## src/rtl/light_chaser_decoder.sv

```systemverilog
// light_chaser_decoder: receive-side monitor for a one-hot LED chaser bus.
// Samples light_in on every enabled clock and decodes the lit position. It
// detects each shift step, counts laps, measures the dwell between shifts,
// and raises sticky flags for illegal patterns, skipped steps and dwell
// violations.
//
// Ports:
//   clk, rst       clock and asynchronous active-high reset
//   enable         qualifies sampling; when low, all state and outputs hold
//   light_in       WIDTH-bit light vector from the chaser
//   pos            decoded index of the lit LED (0 = LSB)
//   pos_valid      tracking a legal one-hot pattern
//   step           one-cycle pulse on each legal advance
//   lap_count      wraps seen (modulo 2^LAP_W), kept across resync
//   last_dwell     dwell of the most recently completed pattern
//   err_onehot     sticky: non-one-hot value seen while tracking
//   err_skip       sticky: illegal transition seen while tracking
//   err_dwell      sticky: completed dwell differed from EXP_DWELL
//   locked         in TRACK state
//   dir            (LIGHT_CHASER_DECODER_BIDIR_EN only) 0 = left, 1 = right
//
// Optional feature macro: LIGHT_CHASER_DECODER_BIDIR_EN accepts right shifts
// as legal steps and adds the dir output.
module light_chaser_decoder #(
  parameter int unsigned WIDTH     = 8,
  parameter int unsigned EXP_DWELL = 5,
  parameter int unsigned DWELL_W   = 8,
  parameter int unsigned LAP_W     = 8
) (
  input  logic                     clk,
  input  logic                     rst,
  input  logic                     enable,
  input  logic [WIDTH-1:0]         light_in,
  output logic [$clog2(WIDTH)-1:0] pos,
  output logic                     pos_valid,
  output logic                     step,
  output logic [LAP_W-1:0]         lap_count,
  output logic [DWELL_W-1:0]       last_dwell,
  output logic                     err_onehot,
  output logic                     err_skip,
  output logic                     err_dwell,
  output logic                     locked
`ifdef LIGHT_CHASER_DECODER_BIDIR_EN
  ,
  output logic                     dir
`endif
);

  localparam int unsigned POS_W = $clog2(WIDTH);
  localparam logic [WIDTH-1:0] LSB_ONE = WIDTH'(1);
  localparam logic [WIDTH-1:0] SECOND_ONE = WIDTH'(2);
`ifdef LIGHT_CHASER_DECODER_BIDIR_EN
  localparam logic [WIDTH-1:0] MSB_ONE = LSB_ONE << (WIDTH - 1);
`endif

  typedef enum logic [1:0] {IDLE, SYNC, TRACK} state_t;

  state_t             state;
  logic [WIDTH-1:0]   prev;
  logic [DWELL_W-1:0] dwell;

  logic               onehot_c;
  logic               changed_c;
  logic               fwd_c;
  logic               rev_c;
  logic               wrap_c;
  logic [POS_W-1:0]   enc_c;
  logic [DWELL_W-1:0] dwell_inc_c;

  // Pattern classification against the previous enabled sample
  always_comb begin
    onehot_c    = (light_in != '0) && ((light_in & (light_in - WIDTH'(1))) == '0);
    changed_c   = (light_in != prev);
    // prev is one-hot in TRACK, so a rotate gives the shift-with-wrap successor
    fwd_c       = (light_in == {prev[WIDTH-2:0], prev[WIDTH-1]});
`ifdef LIGHT_CHASER_DECODER_BIDIR_EN
    rev_c       = (light_in == {prev[0], prev[WIDTH-1:1]});
`else
    rev_c       = 1'b0;
`endif
    // A lap is a left step landing on the LSB or a right step landing on the MSB
    wrap_c      = (fwd_c && light_in[0]) || (!fwd_c && rev_c && light_in[WIDTH-1]);
    dwell_inc_c = (dwell == '1) ? dwell : dwell + DWELL_W'(1);
    enc_c       = '0;
    for (int i = 0; i < int'(WIDTH); i++) begin
      if (light_in[i]) enc_c = POS_W'(i);
    end
  end

  // Tracking FSM with registered outputs
  always_ff @(posedge clk or posedge rst) begin
    if (rst) begin
      state      <= IDLE;
      prev       <= '0;
      dwell      <= '0;
      pos        <= '0;
      pos_valid  <= 1'b0;
      step       <= 1'b0;
      lap_count  <= '0;
      last_dwell <= '0;
      err_onehot <= 1'b0;
      err_skip   <= 1'b0;
      err_dwell  <= 1'b0;
      locked     <= 1'b0;
`ifdef LIGHT_CHASER_DECODER_BIDIR_EN
      dir        <= 1'b0;
`endif
    end else begin
      step <= 1'b0;
      if (enable) begin
        prev <= light_in;
        case (state)
          IDLE: begin
            if (light_in == LSB_ONE) begin
              state <= SYNC;
              dwell <= DWELL_W'(1);
            end
          end
          SYNC: begin
            if (!changed_c) begin
              dwell <= dwell_inc_c;
            end else if (light_in == SECOND_ONE) begin
              // First dwell is partial: not reported or checked
              state     <= TRACK;
              step      <= 1'b1;
              pos       <= POS_W'(1);
              dwell     <= DWELL_W'(1);
              locked    <= 1'b1;
              pos_valid <= 1'b1;
`ifdef LIGHT_CHASER_DECODER_BIDIR_EN
              dir       <= 1'b0;
            end else if (light_in == MSB_ONE) begin
              state     <= TRACK;
              step      <= 1'b1;
              pos       <= POS_W'(WIDTH - 1);
              dwell     <= DWELL_W'(1);
              locked    <= 1'b1;
              pos_valid <= 1'b1;
              dir       <= 1'b1;
`endif
            end else begin
              state <= IDLE;
            end
          end
          TRACK: begin
            if (!changed_c) begin
              dwell <= dwell_inc_c;
            end else if (!onehot_c) begin
              err_onehot <= 1'b1;
              state      <= IDLE;
              locked     <= 1'b0;
              pos_valid  <= 1'b0;
            end else if (fwd_c || rev_c) begin
              step       <= 1'b1;
              pos        <= enc_c;
              last_dwell <= dwell;
              dwell      <= DWELL_W'(1);
              if (dwell != DWELL_W'(EXP_DWELL)) err_dwell <= 1'b1;
              if (wrap_c) lap_count <= lap_count + LAP_W'(1);
`ifdef LIGHT_CHASER_DECODER_BIDIR_EN
              dir        <= !fwd_c;
`endif
            end else begin
              err_skip  <= 1'b1;
              state     <= IDLE;
              locked    <= 1'b0;
              pos_valid <= 1'b0;
            end
          end
          default: state <= IDLE;
        endcase
      end
    end
  end

endmodule

```

## config.mk

```make
export PLATFORM = sky130hd
export DESIGN_NAME = light_chaser_decoder
export DESIGN_NICKNAME = d
export VERILOG_FILES = /design/src/rtl/light_chaser_decoder.sv
export SDC_FILE = /design/constraint.sdc
export NUM_CORES = 1
export LEC_CHECK = 0
export CORE_AREA = 3 3 75 77
export DETAILED_ROUTE_END_ITERATION = 8
export DIE_AREA = 0 0 78 80
export HOLD_SLACK_MARGIN = 0.08
export PLACE_DENSITY_LB_ADDON = 0.08
export SLEW_MARGIN = 20
export SYNTH_ARGS = -nofsm -noshare
export SYNTH_HDL_FRONTEND = slang
export SYNTH_SLANG_ARGS = --single-unit
```

## constraint.sdc

```tcl
create_clock -name clk -period 2.2 [get_ports clk]
set_input_delay 0.44 -clock clk [delete_from_list [all_inputs] [get_ports clk]]
set_output_delay 0.44 -clock clk [all_outputs]
set_load 0.02 [all_outputs]
```

Yosys cells after proc, flatten, opt, wreduce, memory -nomap -nowiden:

Cells that the tools add are included.

* register bits after elaboration: 42
* bits of input ports: 11
* logic and storage cells: 92

* add/sub/neg operators: 3
* eq/ne operators: 18
* mux-type cells: 41
* bitwise gates (word level): 3
* reductions and logical operators: 16

Operators by type and width (number)
* $mux W8: 7
* $mux W3: 9
* $pmux W8 S3: 1
* $reduce_and A6 Y1: 4
* $add A8 B1 Y8 const B: 2
* $mux W2: 8
* $reduce_and A5 Y1: 3
* $mux W1: 12
* $ne A2 B2 Y1 const B: 6
* $ne A3 B3 Y1 const B: 4
* $and A8 B8 Y8: 1
* $eq A8 B1 Y1 const B: 1
* $eq A8 B2 Y1 const B: 1
* $eq A8 B8 Y1: 1
* $eq A8 B8 Y1 const B: 1
* $logic_not A8 Y1: 1
* $ne A8 B3 Y1 const B: 1
* $ne A8 B8 Y1: 1
* $reduce_bool A8 Y1: 1
* $sub A8 B1 Y8 const B: 1
* $reduce_and A7 Y1: 1
* $pmux W2 S3: 1
* $pmux W3 S2: 1
* $pmux W1 S2: 2
* other kinds (8): 10

Longest topological paths before layout:

Gate-level depths: netlist of the first run.

* depth in word-level cells: 11
* depth in mapped cells: 8
* mapped depth without buffers: 8

Least setup slack after synthesis of the first run:

Ideal clock, no wire load.

* path type: input-to-reg
* start: input light_in[2]
* end: register last_dwell[0]
* arrival time: 2225 ps
* data required time: 2075 ps
* slack: -149 ps
* cell stages on the path: 7
* path buffers: 1
* path through: buf_2 -> or4_4 -> a2111oi_4 -> a221o_2 -> o211ai_4 -> nor2_2 -> mux2_2

* longest elaborated chain between the ends: 5
* elaborated cells on any way between the ends: 8
* those cells by class: add/sub (1); eq/ne (2); bitwise (1); reduce/logical (4)

RTL lines
* start: declaration: RTL line 33 `input logic [WIDTH-1:0] light_in,`
* $sub A8 B1 Y8: RTL line 72 `onehot_c = (light_in != '0) && ((light_in & (light_in - WIDTH'(1))) == '0);`
* $and A8 B8 Y8: RTL line 72
* $logic_not A8 Y1: RTL line 72
* $logic_and A1 B1 Y1: RTL line 72
* $reduce_and A5 Y1 (no line) (*)
* end signal: assignment: RTL line 156 `last_dwell <= dwell;`
* end: declaration: RTL line 38 `output logic [DWELL_W-1:0] last_dwell,`

Mark *: on every way between the ends. The rest lies on a longest branch, timed or not.
A chain may end at the register's enable or synchronous reset.

Worst setup path in the final report of the first run:

* start: input light_in[1]
* end: register lap_count[1]

* longest elaborated chain between the ends: 5
* elaborated cells on any way between the ends: 9
* those cells by class: add/sub (1); eq/ne (2); bitwise (1); reduce/logical (5)

RTL lines
* $sub A8 B1 Y8: RTL line 72
* $and A8 B8 Y8: RTL line 72
* $logic_not A8 Y1: RTL line 72
* $logic_and A1 B1 Y1: RTL line 72
* $reduce_and A6 Y1 (no line) (*)
* end signal: assignment: RTL line 159 `if (wrap_c) lap_count <= lap_count + LAP_W'(1);`
* end: declaration: RTL line 37 `output logic [LAP_W-1:0] lap_count,`

Marks and branches as above.

==> results.json, run 1 <==
{
  "timing.rr.end": "dwell[0]$_DFFE_PP0P_",
  "min_to": "err_dwell$_DFFE_PP0P_",
  "clock.fmax_ghz": 0.461,
  "synth-seq-cells": 42,
  "ant_nets": 0,
  "holdCritPathClass": "reg -> reg",
  "syn-num-nets": 256,
  "critPathLaunchType": "input pin",
  "nNetsFinal": 322,
  "start_util_pct": 48.6,
  "grt_pass1_vias": 1976,
  "rr_startpoint": "prev[7]$_DFFE_PP0P_",
  "async_flop_share_pct": 100,
  "p_total_mw": 1.98,
  "multiInputGateArea_mm2": 0.00142,
  "status": "finished clean",
  "drc": 0,
  "yosysTopAreaCellShare_pct": 42.6,
  "crit_chain": "buf_6 > or4_4 > a2111oi_4 > a221o_2 > o211ai_4 > buf_6 > nor3_4 > mux2_4",
  "slowest_stage": "or4_4",
  "wl_per_cell_um": 15.0,
  "antenna_found_initial": 0,
  "synthesis.instances": 238,
  "antennaDiodeCount": 0,
  "synthDistinctLibCells": 58,
  "cts-root-buf": "clkbuf_8",
  "cts_tree": "yes",
  "postCtsHoldBufs": 0,
  "power_leakage_nw": 1.48,
  "synth_compound_area_share_pct": 13.5,
  "num_vias": 2015,
  "clkTransAtPathRegs_ns": 0.08,
  "synth_xor_area_share_pct": 8.17,
  "power.density_mw_per_mm2": 592,
  "routed_wl_um": 5610,
  "synth_fa_ha_area_share_pct": 3.96,
  "relSlewSlack_pct": 64.6,
  "rsz0062_at_grt": "true",
  "syn_area_mm2": 0.00246,
  "area_delta_synth_final_pct": 36.0,
  "synth-edff-count": 0,
  "nFillCells": 435,
  "crit_arrival_ns": 2.35,
  "synth-simple-area-share_pct": 18.2,
  "die_area_mm2": 0.00624,
  "dp_hpwl_um": 4160,
  "fin_crit_ns": 2.17,
  "place_inst": 361,
  "hp-start": "err_dwell$_DFFE_PP0P_",
  "synth_area_per_cell_um2": 10.4,
  "min_path_cells": 1,
  "critPathKind": "in -> reg",
  "ys_top_cells_by_area": "dfrtp_1 (43%), mux2_2 (7.8%), xor2_1 (5.0%), ha_1 (3.6%), xnor2_1 (3.2%)",
  "worstPathMaxFanout": 7,
  "core_mm2": 0.00507,
  "chipWidth_um": 78,
  "max_stage_delay_ns": 0.55,
  "synth_top_family_by_area": "simple AND/OR/NAND/NOR gates",
  "maxCapViolCount": 0,
  "synthMuxAreaShare_pct": 8.58,
  "min_period_over_period_pct": 98.5,
  "numCtsBuffers": 5,
  "synth-main-ff-cell": "dfrtp_1",
  "firstDrtPassIters": 4,
  "maxSlewViolCount": 0,
  "grt_usage_pct": 19.6,
  "end_kind": "flop",
  "ir_drop_mv": 0.419,
  "grt_pass1_wl_um": 9700,
  "worst_pin_slew_ns": 0.532,
  "vias_per_cell": 5.37,
  "skew_ns": 0.00454,
  "rows": 26,
  "die_h_um": 80,
  "crit_top_cell": "buf_6",
  "cts.sinks": 42,
  "r2r_slack_ns": 0.30,
  "grt_overflow": 0,
  "insertion_delay_ns": 0.30,
  "yosysSeqAreaShare_pct": 42.6,
  "portBuffers": 35,
  "cts.htree.levels": 2,
  "ios": 36,
  "gp_congestion": 0.840,
  "synth_top_cell_by_area": "dfrtp_1",
  "clockBufferDepth": 2,
  "grt_max_degree": 43,
  "setup_viol": 0,
  "final_layout_size_suffix_gt1_share_pct": 30.5,
  "hold_viol_final": 0,
  "critPathRequiredTime_ns": 2.38,
  "drt_iter0_drc": 60,
  "startpoint": "light_in[1]",
  "regArea_mm2": 0.00105,
  "rr_worst_depth": 8,
  "finalNonFillerCells": 375,
  "yosys_warnings": 0
}
[cell usage after synthesis (all sizes together) (2+ instances only)]
library cell and count:
nand4 6, or4 3, clkbuf 8, buf 7
inv 12, nor3 4, nand2 12, mux2i 2
a21o 2, mux2 17, dfrtp 42, ha 7
nor4 8, o21ai 10, a21oi 13, o211ai 2
a221o 2, xnor2 9, nand2b 3, a31oi 2
nand3 13, nor2 9, and3 5, o2111ai 2
nand3b 3, nor4b 2, xor2 14
[how the worst max path moves through the flow]
stage                                          end  slack (ns)  depth (start not counted)
final                     lap_count[1]$_DFFE_PP0P_        0.03                          8
after CTS                 lap_count[1]$_DFFE_PP0P_       0.006                          7
after floorplan           lap_count[1]$_DFFE_PP0P_       -0.12                          8
after global routing      lap_count[1]$_DFFE_PP0P_       -0.02                          8
after global placement        dwell[3]$_DFFE_PP0P_       -0.61                          8
after detailed placement      dwell[2]$_DFFE_PP0P_       -0.64                          8
[routing by layer]
metal / wire length [um] / track usage, % / up-vias
li1: - / - / 993
met1: 2720 / 26.6 / 988
met2: 2640 / 31.7 / 29
met3: 200 / 4.40 / 5
met4: 53 / 5.24 / 0
met5: 0 / 0 / -
[kinds of logic after synthesis]
group                    after synthesis
AND/OR/NAND/NOR                       74
multiplexers                          19
adder cells (fa/ha/maj)                8
XOR/XNOR                              23
flip-flops                            42
AO/OA/AOI/OAI                         45
buffers and inverters                 27
[what timing repair did]
action                                  in CTS  in global routing
pin swaps                                    7                  6
endpoints found under the setup margin      34                 15
gates cloned                                 1                  0
resized for setup                           26                 13
setup buffers                                2                  3
hold endpoints to repair                     0                  0
[placed cells by master, fill, tap and decap left out, drive strengths merged, types with 3 or more instances in the layout]
cell            n
dfrtp          42
buf            40
clkdlybuf4s50  27
mux2           17
xor2           14
nand3          13
a21oi          13
inv            12
nand2          12
nor2           10
o21ai          10
xnor2           9
nor4            8
ha              7
clkbuf          7
nand4           6
and3            5
dlygate4sd2     4
nor3            4
nand3b          3
or4             3
nand2b          3
[sequential cells by signal, indices dropped and copies added, names as in the netlist]
signal,count
dwell,8
lap_count,8
last_dwell,8
prev,8
pos,3
state,2
err_dwell,1
err_onehot,1
err_skip,1
locked,1
step,1
[final cells by class]
| type | count | area share (%) |
|---|---|---|
| multi-input combinational | 170 | 42.4 |
| sequential | 42 | 31.4 |
| timing repair buffer | 73 | 19.0 |
| tap | 70 | 2.61 |
| clock buffer | 5 | 2.05 |
| inverter | 12 | 1.34 |
| clock inverter | 3 | 1.19 |
[worst max-delay path: cells and delay by family]
| kind | cells | cell delay, ns |
|---|---|---|
| AOI/OAI and AO/OA | 3 | 0.58 |
| muxes | 1 | 0.31 |
| buffers and inverters | 2 | 0.27 |
| and+or+nand+nor | 2 | 0.75 |
[power by group]
group          switching [mW]  internal [mW]  leakage [nW]
clock                   0.270          0.334        0.0579
sequential             0.0397          0.812         0.542
combinational           0.275          0.254         0.879
total                   0.584           1.40          1.48
[per-stage QoR]
stage	TNS, ns	hold slack, ns	setup slack (ns)	cell area (um2)	util (%)
after floorplan	-1.12	0.521	-0.119	2520	-
after global placement	-17.12	0.446	-0.606	3120	61.4
after detailed placement	-17.81	0.448	-0.643	3120	61.4
after CTS	0	0.464	0.00564	3310	65.2
after global routing	-0.0207	0.493	-0.0207	3350	66.1
final	0	0.464	0.0322	3350	66.1
No activity file was read; power rests on OpenSTA's default activity.
==> run 2, diff against run 1 <==
clock period = 2.8 ns   (was 2.2 ns; I/O delays follow)
==> run 2 against run 1 <==
Combinational power down 31%. Final area down 3.4%. Sequential share of layout area is 1.1 points higher. Routed wire length fell by 3.3%. Largest power group unchanged. Highest routed layer unchanged.
==> results.json, run 2 (synthesis results as in run 1) <==
{
  "status": "finished clean",
  "grt_max_degree": 31,
  "regArea_mm2": 0.00105,
  "nFillCells": 460,
  "final_cell_mix": "dfrtp_1 (42), buf_4 (37), clkdlybuf4s50_1 (35), mux2_2 (17), xor2_1 (14)",
  "drt_iter0_drc": 99,
  "worst_pin_slew_ns": 0.555,
  "cts_tree": "yes",
  "postCtsHoldBufs": 0,
  "p_total_mw": 1.52,
  "vias_per_cell": 5.28,
  "multiInputGateArea_mm2": 0.00129,
  "min_period_over_period_pct": 93.4,
  "die_area_mm2": 0.00624,
  "rsz0062_at_grt": "false",
  "dp_hpwl_um": 4240,
  "power.density_mw_per_mm2": 469,
  "final_common_cell": "dfrtp_1",
  "cts.htree.levels": 2,
  "final_util_pct": 63.8,
  "crit_chain": "clkdlybuf4s50_1 > or4_4 > a2111oi_4 > a221o_2 > o211ai_4 > buf_4 > nor3_2 > mux2_2",
  "maxSlewViolCount": 0,
  "cts_setup_buffers": 0,
  "gp_congestion": 0.868,
  "rr_startpoint": "prev[7]$_DFFE_PP0P_",
  "setup_viol": 0,
  "drc": 0,
  "routed_wl_um": 5430,
  "relSlewSlack_pct": 63.0,
  "critPathLaunchType": "input pin",
  "num_vias": 1976,
  "r2r_slack_ns": 0.74,
  "worstPathMaxFanout": 6,
  "slowest_stage": "or4_4",
  "min_path_cells": 1,
  "ios": 36,
  "insertion_delay_ns": 0.29,
  "hold-worst-slack_ns": 0.472,
  "max_stage_delay_ns": 0.57,
  "grt_pass1_wl_um": 9330,
  "portBuffers": 35,
  "cts_resized": 0,
  "clkTransAtPathRegs_ns": 0.09,
  "min_to": "lap_count[7]$_DFFE_PP0P_",
  "critPathRequiredTime_ns": 2.98,
  "power_leakage_nw": 1.44,
  "hold_viol_final": 0,
  "antenna_found_initial": 0,
  "fin_crit_ns": 2.61,
  "chipWidth_um": 78,
  "nNetsFinal": 321,
  "rr_worst_depth": 9,
  "crit_arrival_ns": 2.79,
  "dp_slack_ns": -0.139,
  "area_delta_synth_final_pct": 31.4,
  "cts.sinks": 42,
  "skew_ns": 0.00738,
  "ir_drop_mv": 0.265,
  "core_mm2": 0.00507,
  "grt_usage_pct": 18.8,
  "numCtsBuffers": 5,
  "die_h_um": 80,
  "final_layout_size_suffix_gt1_share_pct": 25.0,
  "critPathKind": "in -> reg",
  "antennaDiodeCount": 0,
  "clock.fmax_ghz": 0.382,
  "rows": 26,
  "ant_nets": 0,
  "end_kind": "flop",
  "timing.rr.end": "last_dwell[0]$_DFFE_PP0P_",
  "firstDrtPassIters": 4,
  "wl_per_cell_um": 14.5,
  "hp-start": "lap_count[7]$_DFFE_PP0P_",
  "maxCapViolCount": 0,
  "clockBufferDepth": 2,
  "grt_overflow": 0,
  "grt_pass1_vias": 1959,
  "holdCritPathClass": "reg -> reg",
  "start_util_pct": 48.6,
  "cts-root-buf": "clkbuf_8",
  "setup_slack_ns": 0.185
}
==> run 2: per-layer routing <==
metal	up-vias	global-route usage, %	wire, um
met5	-	0	0
li1	988	-	-
met1	941	25.9	2610
met2	43	30.9	2600
met3	4	2.93	178
met4	0	5.24	39
==> run 2: where the power goes <==
group          switching, mW  internal, mW  leakage, nW
Combinational          0.194         0.171        0.835
Sequential            0.0313         0.638        0.542
Clock                  0.217         0.267       0.0585
Total                  0.442          1.08         1.44
==> run 2: how the worst max path moves through the flow <==
stage	cells after the start	endpoint	slack (ns)	start
floorplan	7	last_dwell[0]$_DFFE_PP0P_	0.33	light_in[2]
global placement	12	lap_count[7]$_DFFE_PP0P_	-0.15	light_in[1]
detailed placement	9	dwell[1]$_DFFE_PP0P_	-0.14	light_in[5]
CTS	8	lap_count[1]$_DFFE_PP0P_	0.18	light_in[0]
global route	8	lap_count[1]$_DFFE_PP0P_	0.05	light_in[0]
finish	8	lap_count[1]$_DFFE_PP0P_	0.19	light_in[0]
==> run 2: area by class of cell <==
type | instances | share of cell area, %
clock buffer | 5 | 2.13
clock inverter | 3 | 1.35
inverter | 12 | 1.39
multi-input combinational | 169 | 40.0
sequential | 42 | 32.5
tap | 70 | 2.70
timing repair buffer | 73 | 20.0
==> run 2: critical path, delay by kind of cell <==
family	cells	cell delay, ns
buf+inv	2	0.60
compound gates	3	0.51
mux	1	0.37
simple gates	2	0.74
==> run 2: through the flow <==
stage | TNS (ns) | instance area (um2) | cells
after floorplan | 0 | 2460 | 238
after global placement | -1.54 | 3120 | 366
after detailed placement | -2.04 | 3120 | 366
after CTS | 0 | 3230 | 374
after global routing | 0 | 3240 | 374
final | 0 | 3240 | 374
